## src/rtl/axis_frame_len_arb_pkg.sv

```systemverilog
// Shared types and helpers for the frame-length arbiter.
//  arb_state_e : arbiter FSM states
//  popcount32  : number of set bits in a 32-bit word
//  rr_next     : next round-robin index, wrapping modulo the port count
package axis_frame_len_arb_pkg;

  typedef enum logic [0:0] {
    ST_IDLE   = 1'b0,
    ST_LOCKED = 1'b1
  } arb_state_e;

  function automatic int unsigned popcount32(input logic [31:0] v);
    int unsigned n;
    n = 0;
    for (int unsigned i = 0; i < 32; i++) begin
      n += 32'(v[i]);
    end
    return n;
  endfunction

  function automatic int unsigned rr_next(input int unsigned p, input int unsigned ports);
    return (p + 1 >= ports) ? 0 : p + 1;
  endfunction

endpackage

```

## src/rtl/axis_frame_len_arb_len.sv

```systemverilog
// Frame length counter for one passively monitored AXI-stream.
// Counts beats (or tkeep bytes) and publishes the total one cycle after tlast.
//  clk, rst         : clock, synchronous active-high reset
//  tkeep            : byte enables of the monitored beat
//  tvalid/tready    : handshake of the monitored beat
//  tlast            : frame end marker
//  frame_len        : length of the last completed frame
//  frame_len_valid  : 1-cycle pulse when frame_len is new
module axis_frame_len_arb_len
  import axis_frame_len_arb_pkg::*;
#(
  parameter bit          KEEP_ENABLE = 1'b0,
  parameter int unsigned KEEP_WIDTH  = 1,
  parameter int unsigned LEN_WIDTH   = 16
) (
  input  logic                  clk,
  input  logic                  rst,
  input  logic [KEEP_WIDTH-1:0] tkeep,
  input  logic                  tvalid,
  input  logic                  tready,
  input  logic                  tlast,
  output logic [LEN_WIDTH-1:0]  frame_len,
  output logic                  frame_len_valid
);

  logic [LEN_WIDTH-1:0] count;
  logic [LEN_WIDTH-1:0] beat_inc_c;
  logic [LEN_WIDTH-1:0] count_inc_c;

  // Per-beat increment: byte count from tkeep, or one per beat
  always_comb begin
    beat_inc_c  = KEEP_ENABLE ? LEN_WIDTH'(popcount32(32'(tkeep))) : LEN_WIDTH'(1);
    count_inc_c = count + beat_inc_c;
  end

  // Accumulate and publish on tlast
  always_ff @(posedge clk) begin
    if (rst) begin
      count           <= '0;
      frame_len       <= '0;
      frame_len_valid <= 1'b0;
    end else begin
      frame_len_valid <= 1'b0;
      if (tvalid && tready) begin
        if (tlast) begin
          frame_len       <= count_inc_c;
          frame_len_valid <= 1'b1;
          count           <= '0;
        end else begin
          count <= count_inc_c;
        end
      end
    end
  end

endmodule

```

## src/rtl/axis_frame_len_arb.sv

```systemverilog
// Shares one frame length counter between several monitored AXI-stream links.
// A frame-boundary round-robin arbiter locks the counter to one port from its
// first beat to tlast; frame starts it cannot measure are pulsed and counted.
//  clk, rst              : clock, synchronous active-high reset
//  monitor_axis_tkeep    : per-port tkeep, port i at [i*KEEP_WIDTH +: KEEP_WIDTH]
//  monitor_axis_tvalid   : per-port tvalid
//  monitor_axis_tready   : per-port tready (observed only)
//  monitor_axis_tlast    : per-port tlast
//  frame_len             : length of the last measured frame
//  frame_len_valid       : 1-cycle pulse, frame_len/frame_len_port are new
//  frame_len_port        : port the measured frame came from
//  frame_skip            : 1-cycle pulse, at least one frame start was not measured
//  skip_count            : saturating count of skipped frame starts
//  busy                  : arbiter is locked to a port
module axis_frame_len_arb
  import axis_frame_len_arb_pkg::*;
#(
  parameter int unsigned PORTS          = 4,
  parameter int unsigned DATA_WIDTH     = 8,
  parameter bit          KEEP_ENABLE    = (DATA_WIDTH > 8),
  parameter int unsigned KEEP_WIDTH     = DATA_WIDTH / 8,
  parameter int unsigned LEN_WIDTH      = 16,
  parameter int unsigned SKIP_CNT_WIDTH = 16,
  parameter int unsigned PORT_WIDTH     = $clog2(PORTS)
) (
  input  logic                        clk,
  input  logic                        rst,
  input  logic [PORTS*KEEP_WIDTH-1:0] monitor_axis_tkeep,
  input  logic [PORTS-1:0]            monitor_axis_tvalid,
  input  logic [PORTS-1:0]            monitor_axis_tready,
  input  logic [PORTS-1:0]            monitor_axis_tlast,
  output logic [LEN_WIDTH-1:0]        frame_len,
  output logic                        frame_len_valid,
  output logic [PORT_WIDTH-1:0]       frame_len_port,
  output logic                        frame_skip,
  output logic [SKIP_CNT_WIDTH-1:0]   skip_count,
  output logic                        busy
);

  localparam logic [SKIP_CNT_WIDTH-1:0] SKIP_MAX = '1;

  arb_state_e            state, state_nxt;
  logic [PORT_WIDTH-1:0] grant, grant_nxt;
  logic [PORT_WIDTH-1:0] rr_ptr, rr_nxt;
  logic [PORTS-1:0]      in_frame;
  logic [PORTS-1:0]      synced;

  logic [PORTS-1:0]      beat_c;
  logic [PORTS-1:0]      elig_c;
  logic [PORTS-1:0]      grant_mask_c;
  logic [PORTS-1:0]      skip_mask_c;
  logic                  pick_found_c;
  logic [PORT_WIDTH-1:0] pick_port_c;
  logic                  sel_active_c;
  logic [PORT_WIDTH-1:0] sel_port_c;
  logic [KEEP_WIDTH-1:0] mux_tkeep_c;
  logic                  mux_tvalid_c;
  logic                  mux_tready_c;
  logic                  mux_tlast_c;
  int unsigned           skip_n_c;
  int unsigned           skip_sum_c;

  // Handshakes and eligible frame starts (first beat on a synced port)
  always_comb begin
    beat_c = monitor_axis_tvalid & monitor_axis_tready;
    elig_c = beat_c & ~in_frame & synced;
  end

  // Frame-position and sync trackers; a port syncs on its first observed tlast
  always_ff @(posedge clk) begin
    if (rst) begin
      in_frame <= '0;
      synced   <= '0;
    end else begin
      for (int unsigned p = 0; p < PORTS; p++) begin
        if (beat_c[p]) begin
          in_frame[p] <= ~monitor_axis_tlast[p];
          if (monitor_axis_tlast[p]) begin
            synced[p] <= 1'b1;
          end
        end
      end
    end
  end

  // Round-robin pick: first eligible port at or after rr_ptr
  always_comb begin : rr_pick
    int unsigned           idx;
    logic [PORT_WIDTH-1:0] idx_p;
    pick_found_c = 1'b0;
    pick_port_c  = '0;
    idx          = 0;
    idx_p        = '0;
    for (int unsigned k = 0; k < PORTS; k++) begin
      idx = 32'(rr_ptr) + k;
      if (idx >= PORTS) begin
        idx = idx - PORTS;
      end
      idx_p = PORT_WIDTH'(idx);
      if (!pick_found_c && elig_c[idx_p]) begin
        pick_found_c = 1'b1;
        pick_port_c  = idx_p;
      end
    end
  end

  // FSM state register
  always_ff @(posedge clk) begin
    if (rst) begin
      state  <= ST_IDLE;
      grant  <= '0;
      rr_ptr <= '0;
      busy   <= 1'b0;
    end else begin
      state  <= state_nxt;
      grant  <= grant_nxt;
      rr_ptr <= rr_nxt;
      busy   <= (state_nxt == ST_LOCKED);
    end
  end

  // FSM next state and counter source selection
  always_comb begin
    state_nxt    = state;
    grant_nxt    = grant;
    rr_nxt       = rr_ptr;
    sel_active_c = 1'b0;
    sel_port_c   = '0;
    grant_mask_c = '0;
    case (state)
      ST_IDLE: begin
        if (pick_found_c) begin
          sel_active_c = 1'b1;
          sel_port_c   = pick_port_c;
          grant_mask_c = PORTS'(1) << pick_port_c;
          if (monitor_axis_tlast[pick_port_c]) begin
            rr_nxt = PORT_WIDTH'(rr_next(32'(pick_port_c), PORTS));
          end else begin
            state_nxt = ST_LOCKED;
            grant_nxt = pick_port_c;
          end
        end
      end
      ST_LOCKED: begin
        sel_active_c = 1'b1;
        sel_port_c   = grant;
        if (beat_c[grant] && monitor_axis_tlast[grant]) begin
          state_nxt = ST_IDLE;
          rr_nxt    = PORT_WIDTH'(rr_next(32'(grant), PORTS));
        end
      end
      default: begin
        state_nxt = ST_IDLE;
      end
    endcase
  end

  // Counter feed: selected port, or an idle (tvalid=0) beat when none
  always_comb begin
    mux_tkeep_c  = monitor_axis_tkeep[32'(sel_port_c)*KEEP_WIDTH +: KEEP_WIDTH];
    mux_tvalid_c = sel_active_c & monitor_axis_tvalid[sel_port_c];
    mux_tready_c = monitor_axis_tready[sel_port_c];
    mux_tlast_c  = monitor_axis_tlast[sel_port_c];
  end

  // Skipped starts: every eligible start not granted this cycle
  always_comb begin
    skip_mask_c = elig_c & ~grant_mask_c;
    skip_n_c    = 0;
    for (int unsigned p = 0; p < PORTS; p++) begin
      skip_n_c += 32'(skip_mask_c[p]);
    end
    skip_sum_c = 32'(skip_count) + skip_n_c;
  end

  // Skip pulse, saturating skip counter, measured-port register
  always_ff @(posedge clk) begin
    if (rst) begin
      frame_skip     <= 1'b0;
      skip_count     <= '0;
      frame_len_port <= '0;
    end else begin
      frame_skip <= |skip_mask_c;
      if (skip_sum_c > 32'(SKIP_MAX)) begin
        skip_count <= SKIP_MAX;
      end else begin
        skip_count <= SKIP_CNT_WIDTH'(skip_sum_c);
      end
      if (mux_tvalid_c && mux_tready_c && mux_tlast_c) begin
        frame_len_port <= sel_port_c;
      end
    end
  end

  axis_frame_len_arb_len #(
    .KEEP_ENABLE (KEEP_ENABLE),
    .KEEP_WIDTH  (KEEP_WIDTH),
    .LEN_WIDTH   (LEN_WIDTH)
  ) u_len (
    .clk             (clk),
    .rst             (rst),
    .tkeep           (mux_tkeep_c),
    .tvalid          (mux_tvalid_c),
    .tready          (mux_tready_c),
    .tlast           (mux_tlast_c),
    .frame_len       (frame_len),
    .frame_len_valid (frame_len_valid)
  );

endmodule

```

## config.mk

```make
export PLATFORM = sky130hd
export DESIGN_NAME = axis_frame_len_arb
export DESIGN_NICKNAME = d
export VERILOG_FILES = /design/src/rtl/axis_frame_len_arb_pkg.sv /design/src/rtl/axis_frame_len_arb_len.sv /design/src/rtl/axis_frame_len_arb.sv
export SDC_FILE = /design/constraint.sdc
export NUM_CORES = 1
export LEC_CHECK = 0
export ABC_AREA = 1
export CORE_MARGIN = 1.5
export CORE_UTILIZATION = 55
export DETAILED_ROUTE_END_ITERATION = 10
export GPL_TIMING_DRIVEN = 0
export PLACE_DENSITY = 0.81
export SLEW_MARGIN = 0
export SYNTH_ARGS = -nofsm -noshare
export SYNTH_HDL_FRONTEND = slang
export SYNTH_HIERARCHICAL = 1
export SYNTH_SLANG_ARGS = --single-unit
```

## constraint.sdc

```tcl
create_clock -name clk -period 5.7 [get_ports clk]
set_input_delay 1.14 -clock clk [delete_from_list [all_inputs] [get_ports clk]]
set_output_delay 1.14 -clock clk [all_outputs]
set_load 0.02 [all_outputs]
```

# == Yosys cells after proc, flatten, opt, wreduce, memory -nomap -nowiden ==
# Cells that the tools add are included.
# totals
word_cells,132
input_bits,18
reg_bits,65
# op_classes
n_shift,1
n_reduce_logical,18
n_bitwise,14
eq_ne,3
n_lt_le_gt_ge,14
n_mux,51
add_sub_neg,14
# ops
op,count
two-way mux 16 bit,2
two-way mux 2 bit,14
"less-than comparator 2 x 3 -> 1 bit, second input constant",7
binary-select mux 1 bit (select 2 bit),10
two-way mux 1 bit,19
adder 16 x 4 -> 17 bit,1
"greater-than comparator 17 x 16 -> 1 bit, second input constant",1
"adder 16 x 1 -> 16 bit, second input constant",1
bitwise AND 4 bit,4
"greater-or-equal comparator 3 bit, second input constant",5
AND reduction 2 bit,5
"adder 2 x 1 -> 3 bit, second input constant",3
two-way mux 4 bit,2
inverter 4 bit,2
one-hot mux 2 bit (2 select lines),2
"subtractor 2 x 1 -> 2 bit, second input constant",4
inverter 1 bit,7
"adder 2 x 2 -> 3 bit, second input constant",2
logical AND 1 bit,6
AND reduction 3 bit,2
adder 3 x 1 -> 4 bit,1
"!= test 2 bit, second input constant",2
one-hot mux 1 bit (2 select lines),2
OR reduction 4 bit,1
other kinds (8),10

# == Longest topological paths before layout ==
# depth
word_depth,26
mapped_depth,29
depth_no_buf,29

# == Modules after synthesis ==
# Netlist, hierarchy kept.
# modules_own_cells
mod,area_per_inst_um2,seq_area_each_um2,cells_per_inst,instances
axis_frame_len_arb,2207.1,640.6,316,1
axis_frame_len_arb_len,1607.8,660.6,222,1

# == Worst setup path before layout ==
# No wires, ideal clock.
# synth_path
path_type,input to register
start,in monitor_axis_tready[3]
end,reg skip_count[11]
required_ns,5.568
setup_slack_ns,1.041
path_stages,26
t_arrival_ns,4.527
setup_ns,0.132
cell_sequence,nand2_1 inv_1 nand3_1 nand2_1 nand2_1 nand2_1 nor2_1 nor2_2 nand2_2 nand2_4 ha_1 nand2_1 nand3_1 fa_1 inv_1 fa_1 fa_1 nand3_1 nor3b_2 inv_1 nor2_1 nand3_1 nor2_1 nand3_1 clkbuf_1 a21oi_1
# synth_between
elab_chain_cells,26
elab_cells_between_ends,36
# synth_lines
item,line_no,source
"start, declared",axis_frame_len_arb.sv:30,"input logic [PORTS-1:0] monitor_axis_tready,"
bitwise AND 4 bit (*),axis_frame_len_arb.sv:65,beat_c = monitor_axis_tvalid & monitor_axis_tready;
bitwise AND 4 bit (*) (2 in series),axis_frame_len_arb.sv:66,elig_c = beat_c & ~in_frame & synced;
binary-select mux 1 bit (select 2 bit),axis_frame_len_arb.sv:100,if (!pick_found_c && elig_c[idx_p]) begin
two-way mux 1 bit (implied by the code),axis_frame_len_arb.sv:100,
two-way mux 1 bit,axis_frame_len_arb.sv:100,
zero test 1 bit,axis_frame_len_arb.sv:100,
logical AND 1 bit,axis_frame_len_arb.sv:100,
two-way mux 1 bit,axis_frame_len_arb.sv:100,
[9 not listed],-,
inverter 4 bit,axis_frame_len_arb.sv:168,skip_mask_c = elig_c & ~grant_mask_c;
bitwise AND 4 bit (*),axis_frame_len_arb.sv:168,
adder 1 x 1 -> 2 bit,axis_frame_len_arb.sv:171,skip_n_c += 32'(skip_mask_c[p]);
adder 2 x 1 -> 3 bit,axis_frame_len_arb.sv:171,
adder 3 x 1 -> 4 bit (*),axis_frame_len_arb.sv:171,
adder 16 x 4 -> 17 bit (*),axis_frame_len_arb.sv:173,skip_sum_c = 32'(skip_count) + skip_n_c;
greater-than comparator 17 x 16 -> 1 bit,axis_frame_len_arb.sv:184,if (skip_sum_c > 32'(SKIP_MAX)) begin
two-way mux 16 bit (*),axis_frame_len_arb.sv:184,
"end signal, assigned",axis_frame_len_arb.sv:187,skip_count <= SKIP_CNT_WIDTH'(skip_sum_c);
"end, declared",axis_frame_len_arb.sv:36,"output logic [SKIP_CNT_WIDTH-1:0] skip_count,"
# Mark *: on every way between the ends. The rest lies on a longest branch, timed or not. The select of a mux whose other input is x is not followed.
# A chain may end at the register's enable or synchronous reset.

# == Final worst setup path ==
# layout_path
start,in monitor_axis_tready[1]
end,reg skip_count[1]
# Same word-level chain as after synthesis.

==> flow_summary.yaml <==
outcome:
  outcome: "completed"
setup_path:
  criticalPathCategory: "in -> reg"
  cpMostUsedCell: "nand2_1"
  critPathMaxStageDelay_ns: 0.48
  r2r_cells: 27
  worstPathArrival_ns: 5.55
  worstReg2RegStart: "synced[0]"
  critPathSlowestCell: "clkdlybuf4s50_1"
  r2r_slack_ns: 1.40
  critPathRequiredTime_ns: 5.96
  critPathCaptureType: "flip-flop"
  start_kind: "input pin"
  worstPathMaxFanout: 4
  rr_endpoint: "skip_count[1]"
sta:
  rsz0062_at_grt: "false"
  max_slew_margin_pct: 60.4
  fin_skew_ns: 0.0134
  holdWs_ns: 0.468
  finalCritPeriodShare_pct: 92.7
  finalHoldViolCount: 0
  clock.fmax_ghz: 0.189
  final.setup.worst_slack_ns: 0.414
  worstMarginPinSlew_ns: 0.594
  fin_crit_ns: 5.29
  setup_viol: 0
  finalMaxSlewViolations: 0
cts:
  cts_hold_buf: 0
  numCtsBuffers: 9
  clock-sinks: 65
  root_buffer: "clkbuf_8"
  cts.reportedPaths.clkPinSlew_ns: 0.07
  clockBufferDepth: 2
  htreeDepth: 3
  worstSkewPairLatency_ns: 0.34
  tritoncts: "yes"
routing:
  first_iter_violations: 192
  route.detailed.drc: 0
  firstDrtPassIters: 4
  num_vias: 3603
  antenna_left: 0
  via_per_inst: 5.31
  wl_per_cell_um: 12.8
  drt_wl_total_um: 8690
floorplan:
  die-area_um2: 7370
  coreArea_um2: 6720
  die_h_um: 85.8
  initial_core_util_pct: 56.2
  io_pins: 55
  core.rowCount: 30
  fp.dieW_um: 85.8
synthesis:
  avgSynthCellArea_um2: 7.10
  ys_warn_count: 6
  synthesis.area_um2: 3770
  synth_nets: 558
  synthCells: 532
min_path:
  holdPathEnd: "synced[0]"
  min_from: "synced[0]"
  holdPathStages: 2
  hp-class: "reg -> reg"
finish:
  final_cell_mix: "nand2_1, inv_1, dfxtp_1, clkdlybuf4s50_1, nor2_1"
  layout.nets: 620
  regArea_um2: 1300
  drive_above_1_share_pct: 15.5
  diodes: 0
  multi_input_area_um2: 2110
  stdcell_count: 679
  utilization_pct: 68.9
  n_fill_cell: 584
  layout_commonest_cell: "nand2_1"
  area_growth_pct: 22.6
global_routing:
  antenna_found_initial: 0
  grt_pass1_vias: 3335
  grt_pass1_wl_um: 14800
  track_usage_pct: 24.8
  grt_max_degree: 13
  grt_remaining_overflow: 0
placement:
  gp_congestion: 0.957
  dp_slack_ns: -0.0914
  dp_cells: 662
  dp_hpwl_um: 6540
  portBuffers: 50
run:
  drv_cap: 0
pwr:
  ir_drop_mv: 0.161
  leakage_nw: 2.03
  total_power_mw: 1.74
  power_density_nw_per_um2: 375
==> routing by layer <==
metal | up-vias | wire, µm | GRT usage, %
met5 | - | 0 | 0
met4 | 0 | 112 | 8.50
met3 | 11 | 488 | 3.95
met2 | 110 | 4080 | 41.4
met1 | 1652 | 4010 | 32.7
li1 | 1830 | - | -
==> where the power goes <==
group          leakage (nW)  switching (mW)  internal, mW  total, mW
combinational          1.39           0.437         0.288      0.725
clock                 0.113           0.186         0.260      0.446
sequential            0.527          0.0408         0.525      0.566
==> state kept, by name (all words and copies together) (netlist names) <==
name / count
u_len/count: 16
u_len/frame_len_valid: 1
skip_count: 16
u_len/frame_len: 16
in_frame: 4
frame_len_port: 2
frame_skip: 1
rr_ptr: 2
synced: 4
state: 1
grant: 2
==> cell type report <==
class	count	share of cell area [%]
repair buffers	51	11.0
flip-flops and latches	65	28.1
clock buffers	10	2.97
clock inverters	6	1.95
inverters	76	6.22
well taps	80	2.16
multi-input cells	375	45.7
plain buffers	16	1.95
==> worst max path at each step <==
| stage | startpoint | to | slack, ns |
|---|---|---|---|
| after floorplan | monitor_axis_tready[3] | skip_count[11] | 1.04 |
| after global placement | monitor_axis_tready[2] | skip_count[11] | 0.06 |
| after detailed placement | monitor_axis_tvalid[3] | skip_count[12] | -0.09 |
| after CTS | monitor_axis_tvalid[3] | skip_count[12] | 0.24 |
| after global routing | monitor_axis_tready[2] | skip_count[1] | 0.03 |
| final | monitor_axis_tready[1] | skip_count[1] | 0.41 |
==> timing repair <==
action,in CTS,in global routing
setup buffers,0,1
gates resized for setup,0,5
endpoints found under the setup margin,0,13
endpoints found under the hold margin,0,0
==> worst max-delay path, delay by kind of cell <==
kind            cells  cell delay [ns]
compound gates      1             0.22
buf+inv             6             0.95
simple gates       17             2.17
fa+ha+maj           4             1.06
==> metrics by stage <==
step	instance area [µm²]	TNS, ns
finish	4630	0
global route	4630	0
CTS	4600	0
detailed placement	4380	-0.650
global placement	4380	0
floorplan	3770	0
Note: power is estimated with default switching activity, not from simulation.
